## src/rtl/fpga_test_sequencer_if.sv

```systemverilog
// Bus bundle between the FPGA test sequencer and its host/DUT side.
// Carries the run configuration (start_i, num_runs_i, ch_mask_i), the
// per-channel DUT handshake (dut_done_i, dut_error_i, dut_reset_n_o,
// dut_enable_o) and the sticky status outputs (busy_o, done_o, error_o,
// timeout_o, err_ch_o, runs_done_o).
//   slave  : the sequencer (drives *_o, receives *_i)
//   master : host / DUT side (drives *_i, receives *_o)
interface fpga_test_sequencer_if #(
    parameter int NUM_CH = 4,
    parameter int RUNS_W = 8
);
    logic              start_i;
    logic [RUNS_W-1:0] num_runs_i;
    logic [NUM_CH-1:0] ch_mask_i;
    logic [NUM_CH-1:0] dut_done_i;
    logic [NUM_CH-1:0] dut_error_i;
    logic [NUM_CH-1:0] dut_reset_n_o;
    logic [NUM_CH-1:0] dut_enable_o;
    logic              busy_o;
    logic              done_o;
    logic              error_o;
    logic              timeout_o;
    logic [NUM_CH-1:0] err_ch_o;
    logic [RUNS_W-1:0] runs_done_o;

    modport slave (
        input  start_i, num_runs_i, ch_mask_i, dut_done_i, dut_error_i,
        output dut_reset_n_o, dut_enable_o, busy_o, done_o, error_o,
               timeout_o, err_ch_o, runs_done_o
    );

    modport master (
        output start_i, num_runs_i, ch_mask_i, dut_done_i, dut_error_i,
        input  dut_reset_n_o, dut_enable_o, busy_o, done_o, error_o,
               timeout_o, err_ch_o, runs_done_o
    );
endinterface

```

## src/rtl/fpga_test_sequencer.sv

```systemverilog
// On-FPGA run controller: pulses reset, then enables the masked DUT channels,
// collects per-channel done/error, and repeats for num_runs runs with a
// per-run watchdog. Aggregate status is sticky until the next accepted start.
// Ports:
//   clk_i      system clock
//   reset_n_i  synchronous active-low reset
//   bus        fpga_test_sequencer_if.slave (config, DUT handshake, status)
// Optional build macro: STOP_ON_ERROR_EN -- the first masked DUT error ends the
// sequence (FIN next cycle, run not counted). Undefined: errors are only
// recorded and every run continues to completion or timeout.
//
// state | meaning
// IDLE  | after reset, waiting for start_i
// RST   | masked DUT channels held in reset for RST_CYC cycles
// RUN   | masked channels enabled, collecting done/error, watchdog running
// GAP   | one idle cycle between runs, decides next run or finish
// FIN   | sequence finished, status held until start_i or reset
module fpga_test_sequencer #(
    parameter int NUM_CH      = 4,
    parameter int RUNS_W      = 8,
    parameter int TIMEOUT_W   = 24,
    parameter int TIMEOUT_CYC = 2**24 - 1,
    parameter int RST_CYC     = 4
) (
    input  logic                  clk_i,
    input  logic                  reset_n_i,
    fpga_test_sequencer_if.slave  bus
);
    localparam logic [2:0] S_IDLE = 3'd0;
    localparam logic [2:0] S_RST  = 3'd1;
    localparam logic [2:0] S_RUN  = 3'd2;
    localparam logic [2:0] S_GAP  = 3'd3;
    localparam logic [2:0] S_FIN  = 3'd4;

    localparam int RST_W = (RST_CYC > 1) ? $clog2(RST_CYC) : 1;
    localparam logic [RST_W-1:0]     RST_LOAD = RST_W'(RST_CYC - 1);
    localparam logic [TIMEOUT_W-1:0] WD_LAST  = TIMEOUT_W'(TIMEOUT_CYC - 1);
    localparam logic [RUNS_W-1:0]    RUNS_MAX = '1;

    logic [2:0]           state,     state_n;
    logic [NUM_CH-1:0]    mask_q,    mask_n;
    logic [RUNS_W-1:0]    runs_q,    runs_n;
    logic [RST_W-1:0]     rst_cnt,   rst_cnt_n;
    logic [TIMEOUT_W-1:0] wd_cnt,    wd_cnt_n;
    logic [NUM_CH-1:0]    done_lat,  done_lat_n;
    logic [NUM_CH-1:0]    err_ch_q,  err_ch_n;
    logic                 timeout_q, timeout_n;
    logic                 error_q,   error_n;
    logic [RUNS_W-1:0]    runs_done, runs_done_n;

    logic [NUM_CH-1:0]    done_hit;
    logic [NUM_CH-1:0]    err_hit;
    logic                 all_done;
    logic                 start_ok;
    logic                 stop_err;

    always_comb begin
        state_n     = state;
        mask_n      = mask_q;
        runs_n      = runs_q;
        rst_cnt_n   = rst_cnt;
        wd_cnt_n    = wd_cnt;
        done_lat_n  = done_lat;
        err_ch_n    = err_ch_q;
        timeout_n   = timeout_q;
        runs_done_n = runs_done;

        start_ok = bus.start_i && ((state == S_IDLE) || (state == S_FIN));
        // Completion looks at this cycle's done too, so the last done seen at
        // an edge moves straight to GAP.
        done_hit = done_lat | (bus.dut_done_i & mask_q);
        all_done = &(done_hit | ~mask_q);
        err_hit  = bus.dut_error_i & mask_q;
`ifdef STOP_ON_ERROR_EN
        stop_err = |err_hit;
`else
        stop_err = 1'b0;
`endif

        case (state)
            S_IDLE, S_FIN: begin
                if (start_ok) begin
                    mask_n      = bus.ch_mask_i;
                    runs_n      = bus.num_runs_i;
                    err_ch_n    = '0;
                    timeout_n   = 1'b0;
                    runs_done_n = '0;
                    done_lat_n  = '0;
                    wd_cnt_n    = '0;
                    if ((bus.ch_mask_i == '0) || (bus.num_runs_i == '0)) begin
                        state_n = S_FIN;
                    end else begin
                        state_n   = S_RST;
                        rst_cnt_n = RST_LOAD;
                    end
                end
            end
            S_RST: begin
                if (rst_cnt == '0) begin
                    state_n  = S_RUN;
                    wd_cnt_n = '0;
                end else begin
                    rst_cnt_n = rst_cnt - RST_W'(1);
                end
            end
            S_RUN: begin
                done_lat_n = done_hit;
                err_ch_n   = err_ch_q | err_hit;
                wd_cnt_n   = wd_cnt + TIMEOUT_W'(1);
                if (stop_err) begin
                    state_n = S_FIN;
                end else if (all_done) begin
                    if (runs_done != RUNS_MAX) begin
                        runs_done_n = runs_done + RUNS_W'(1);
                    end
                    state_n = S_GAP;
                end else if (wd_cnt == WD_LAST) begin
                    timeout_n = 1'b1;
                    state_n   = S_FIN;
                end
            end
            S_GAP: begin
                done_lat_n = '0;
                if (runs_done == runs_q) begin
                    state_n = S_FIN;
                end else begin
                    state_n   = S_RST;
                    rst_cnt_n = RST_LOAD;
                end
            end
            default: state_n = S_IDLE;
        endcase

        error_n = (|err_ch_n) | timeout_n;
    end

    always_ff @(posedge clk_i) begin
        if (!reset_n_i) begin
            state     <= S_IDLE;
            mask_q    <= '0;
            runs_q    <= '0;
            rst_cnt   <= '0;
            wd_cnt    <= '0;
            done_lat  <= '0;
            err_ch_q  <= '0;
            timeout_q <= 1'b0;
            error_q   <= 1'b0;
            runs_done <= '0;
        end else begin
            state     <= state_n;
            mask_q    <= mask_n;
            runs_q    <= runs_n;
            rst_cnt   <= rst_cnt_n;
            wd_cnt    <= wd_cnt_n;
            done_lat  <= done_lat_n;
            err_ch_q  <= err_ch_n;
            timeout_q <= timeout_n;
            error_q   <= error_n;
            runs_done <= runs_done_n;
        end
    end

    assign bus.dut_reset_n_o = (state == S_RST) ? ~mask_q : '1;
    assign bus.dut_enable_o  = (state == S_RUN) ? mask_q : '0;
    assign bus.busy_o        = (state == S_RST) || (state == S_RUN) || (state == S_GAP);
    assign bus.done_o        = (state == S_FIN);
    assign bus.error_o       = error_q;
    assign bus.timeout_o     = timeout_q;
    assign bus.err_ch_o      = err_ch_q;
    assign bus.runs_done_o   = runs_done;
endmodule
```

## src/flat_wrapper.sv

```systemverilog
// flat-port wrapper written by rule: the top's interface ports become plain ports
module fpga_test_sequencer_flat 
#(
    parameter int NUM_CH      = 4,
    parameter int RUNS_W      = 8,
    parameter int TIMEOUT_W   = 24,
    parameter int TIMEOUT_CYC = 2**24 - 1,
    parameter int RST_CYC     = 4
)
  (clk_i, reset_n_i, bus_start_i, bus_num_runs_i, bus_ch_mask_i, bus_dut_done_i, bus_dut_error_i, bus_dut_reset_n_o, bus_dut_enable_o, bus_busy_o, bus_done_o, bus_error_o, bus_timeout_o, bus_err_ch_o, bus_runs_done_o);
  fpga_test_sequencer_if #(.NUM_CH(NUM_CH), .RUNS_W(RUNS_W)) bus_i ();
  input  logic clk_i;
  input  logic reset_n_i;
  input wire logic [$bits(bus_i.start_i)-1:0] bus_start_i;
  input wire logic [$bits(bus_i.num_runs_i)-1:0] bus_num_runs_i;
  input wire logic [$bits(bus_i.ch_mask_i)-1:0] bus_ch_mask_i;
  input wire logic [$bits(bus_i.dut_done_i)-1:0] bus_dut_done_i;
  input wire logic [$bits(bus_i.dut_error_i)-1:0] bus_dut_error_i;
  output wire logic [$bits(bus_i.dut_reset_n_o)-1:0] bus_dut_reset_n_o;
  output wire logic [$bits(bus_i.dut_enable_o)-1:0] bus_dut_enable_o;
  output wire logic [$bits(bus_i.busy_o)-1:0] bus_busy_o;
  output wire logic [$bits(bus_i.done_o)-1:0] bus_done_o;
  output wire logic [$bits(bus_i.error_o)-1:0] bus_error_o;
  output wire logic [$bits(bus_i.timeout_o)-1:0] bus_timeout_o;
  output wire logic [$bits(bus_i.err_ch_o)-1:0] bus_err_ch_o;
  output wire logic [$bits(bus_i.runs_done_o)-1:0] bus_runs_done_o;
  assign bus_i.start_i = bus_start_i;
  assign bus_i.num_runs_i = bus_num_runs_i;
  assign bus_i.ch_mask_i = bus_ch_mask_i;
  assign bus_i.dut_done_i = bus_dut_done_i;
  assign bus_i.dut_error_i = bus_dut_error_i;
  assign bus_dut_reset_n_o = bus_i.dut_reset_n_o;
  assign bus_dut_enable_o = bus_i.dut_enable_o;
  assign bus_busy_o = bus_i.busy_o;
  assign bus_done_o = bus_i.done_o;
  assign bus_error_o = bus_i.error_o;
  assign bus_timeout_o = bus_i.timeout_o;
  assign bus_err_ch_o = bus_i.err_ch_o;
  assign bus_runs_done_o = bus_i.runs_done_o;
  fpga_test_sequencer #(.NUM_CH(NUM_CH), .RUNS_W(RUNS_W), .TIMEOUT_W(TIMEOUT_W), .TIMEOUT_CYC(TIMEOUT_CYC), .RST_CYC(RST_CYC)) u_core (.clk_i(clk_i), .reset_n_i(reset_n_i), .bus(bus_i));
endmodule
```

## config.mk

```make
export PLATFORM = sky130hd
export DESIGN_NAME = fpga_test_sequencer_flat
export DESIGN_NICKNAME = d
export VERILOG_FILES = /design/src/rtl/fpga_test_sequencer_if.sv /design/src/rtl/fpga_test_sequencer.sv /design/src/flat_wrapper.sv
export SDC_FILE = /design/constraint.sdc
export NUM_CORES = 1
export LEC_CHECK = 0
export ABC_AREA = 1
export BUFFER_PORTS_ARGS = -buffer_cell sky130_fd_sc_hd__buf_2
export CORE_MARGIN = 4
export CORE_UTILIZATION = 52
export DETAILED_ROUTE_END_ITERATION = 10
export GPL_TIMING_DRIVEN = 0
export PLACE_DENSITY = 0.76
export SLEW_MARGIN = 40
export SYNTH_ARGS = -nofsm -noshare
export SYNTH_HDL_FRONTEND = slang
export SYNTH_SLANG_ARGS = --single-unit
```

## constraint.sdc

```tcl
create_clock -name clk_i -period 1.4 [get_ports clk_i]
set_clock_uncertainty 0.1 [all_clocks]
set_input_delay 0.28 -clock clk_i [delete_from_list [all_inputs] [get_ports clk_i]]
set_output_delay 0.28 -clock clk_i [all_outputs]
set_load 0.03 [all_outputs]
```

==> key figures <==
GRT
  – Global-route wire length before repair: 17200 um
  – Grt total ovfl: 0
  – Largest net degree at the start of global routing: 11
  – Number of global-route vias before repair: 3852
  – Initial antenna violation count: 0
  – GR Util All Layers: 28.0%

STA
  – Final setup fails: 68
  – Slew HR: 47.6%
  – Tmin final: 1820 ps
  – Min Hold Slack: 82.7 ps
  – Peak Freq: 550 MHz
  – Period utilization: 130%
  – Final TNS setup: -16730 ps
  – Final WS setup: -419 ps
  – Slew Limit Fails: 0
  – Worst slew pin tran: 786 ps
  – RSZ-0062 raised after global routing: true
  – Final Hold Violating Endpoints: 0

Place
  – Post-DP HPWL: 6840 um
  – Placer Congestion: 0.933
  – Placed Cells: 678
  – Port buffer count: 46
  – Place WS: -321 ps
  – Placed Area: 3840 um^2

Critical path
  – Arrival time worst endpoint: 2010 ps
  – CP delay by family, top: simple AND/OR/NAND/NOR gates
  – Critical-path cell list: buf_6 -> nor2_4 -> clkinv_4 -> nor2_4 -> inv_4 -> nand2_2 -> o21ai_1 -> nor2_1 -> nand2_1 -> nand2_1 -> nand2_1 -> nor2_1
  – Setup crit start kind: flip-flop
  – Critical path class: flip-flop to flip-flop
  – Slowest cell on crit path: dfxtp_4
  – CP Buf/Inv Count: 3
  – Endpoint class of the critical path: flip-flop
  – Crit path top cell by count: nand2_1
  – Max FO, Critical Path: 5
  – Critical path data required time: 1590 ps
  – Crit-path max cell delay: 360 ps

Synth
  – Count leader, synth: nand2_1
  – Ys flop type: dfxtp_1
  – Synth warn: 0
  – Mapped Area: 3430 um^2
  – Syn Inst Count: 555
  – Asr flop ratio synth: 0%
  – Yosys top cell area share: 34.5%
  – Mean Syn Cell Area: 6.17 um^2
  – Ranking of synthesized cells by area: dfxtp_1 34%, nand2_1 17%, nor2_1 9.5%
  – Synth unique cells: 32
  – Syn Nets: 582
  – Top cells by count, synth: 159 x nand2_1, 87 x nor2_1, 65 x inv_1
  – Number of flops mapped to enable cells by yosys: 0
  – Synth area leader: dfxtp_1
  – Seq/Total Area, Yosys: 34.5%
  – Number of synthesized register bits: 59

Clocking
  – Sink Count: 59
  – Clock Tree Buf Depth: 2
  – CTS H-tree depth: 3
  – Worst skew pair latency: 360 ps
  – Worst-path clk slew: 70 ps
  – Root Buffer: clkbuf_8
  – CTS tree: done
  – TritonCTS buffer count: 9

Worst hold path
  – Tightest Hold Check Type: input pin to flip-flop

Final layout
  – Area Overhead vs Synth: 52.7%
  – Layout Cells excl Fill: 739
  – Ant diodes: 0
  – Flip-flop and latch area: 1230 um^2
  – Share of cells above drive strength 1: 43.5%
  – Util after Layout: 81.9%
  – Fillers: 339
  – Final net count: 684
  – Design Area, Final: 5230 um^2
  – Area occupied by multi-input gates: 2530 um^2

Power
  – LEAKAGE: 2.14 nW
  – Pwr dens: 1680 nW/um^2
  – Design Power: 8.78 mW
  – Worst vdd ir: 1460 uV

Floorplanning
  – Initial Utilization: 53.6%
  – CORE AREA: 6390 um^2
  – Die width: 89.2 um
  – Die H: 89.2 um
  – Ports: 47
  – Die Area: 7950 um^2
  – # rows: 29

Route
  – DRC viols: 0
  – ANT nets after route: 0
  – DR vias: 4381
  – Via density: 5.93
  – DRT iter0 DRCs: 350
  – Final WL: 13400 um
  – First-pass detailed-route iteration total: 4
  – DR WL/cell: 18.1 um

Run
  – Max_cap viols: 0

Status
  – Status: finished, violations left
  – Failing checks: negative setup slack
[layout by cell type, fill, tap and decap left out, drive strengths merged, types with 2 or more instances in the layout]
cell    count
ha          4
o21bai      2
nand3      40
inv        71
o21ai      30
nand2     162
clkinv      4
dfxtp      59
clkbuf     18
xnor2       6
a21oi      39
nand3b      2
or2         4
nor3        9
buf        97
nor3b       2
nand4       9
nor2       97
xor2        2
[layout make-up]
cell class	instances	area share, %
tap	77	1.84
sequential	59	23.6
clock buffer	11	2.70
buffer	12	1.91
timing repair buffer	92	14.9
multi-input combinational	411	48.4
inverter	72	5.65
clock inverter	5	1.00
[final timing paths]
path | startpoint | slack [ps] | to | cells after the start
max | u_core.state[0] | -420 | u_core.rst_cnt[0] | 12
min | bus_num_runs_i[5] | 80 | u_core.runs_q[5] | 3
max reg2reg | u_core.state[0] | -420 | u_core.rst_cnt[0] | 12
min reg2reg | u_core.bus.err_ch_o[1] | 380 | u_core.bus.err_ch_o[1] | 2
[kinds of logic (layout without fill, tap and decap cells)]
kind of cell | Yosys count | after routing | share of synthesized area (%)
compound gates | 73 | 73 | 11.3
xor+xnor | 8 | 8 | 2.05
fa+ha+maj | 4 | 4 | 1.46
buf+inv | 85 | 192 | 10.0
flops | 59 | 59 | 34.5
simple gates | 326 | 326 | 40.6
[what timing repair did]
item	CTS	global route
pin swaps	33	51
hold buffers	0	0
setup buffers	27	16
setup endpoints to repair	64	69
gates cloned	3	1
resized for setup	140	131
[sequential cells by signal, summed over array words and instances (netlist names)]
signal	count
u_core.bus.timeout_o	1
u_core.bus.runs_done_o	8
u_core.rst_cnt	2
u_core.done_lat	4
u_core.state	3
u_core.bus.error_o	1
u_core.bus.err_ch_o	4
u_core.mask_q	4
u_core.runs_q	8
u_core.wd_cnt	24
[tightest hold or removal path, cell delays in order]
cell and delay (ps):
buf_2 120, nor2_4 40, nor2_1 70
[power by group]
part           leakage (nW)  internal (mW)  switching [mW]  total, mW
sequential            0.494           1.90           0.219       2.12
combinational          1.55           2.15            2.93       5.08
clock                0.0991          0.861           0.716       1.58
total                  2.14           4.91            3.87       8.78
[per-layer routing]
metal | share of wire, % | GRT usage, % | wire length [um]
met1 | 36 | 29.7 | 4800
met2 | 51 | 50.9 | 6770
met3 | 7.7 | 7.65 | 1030
met4 | 5.8 | 13.4 | 774
met5 | 0 | 0 | 0
Note: power is estimated with default switching activity, not from simulation.
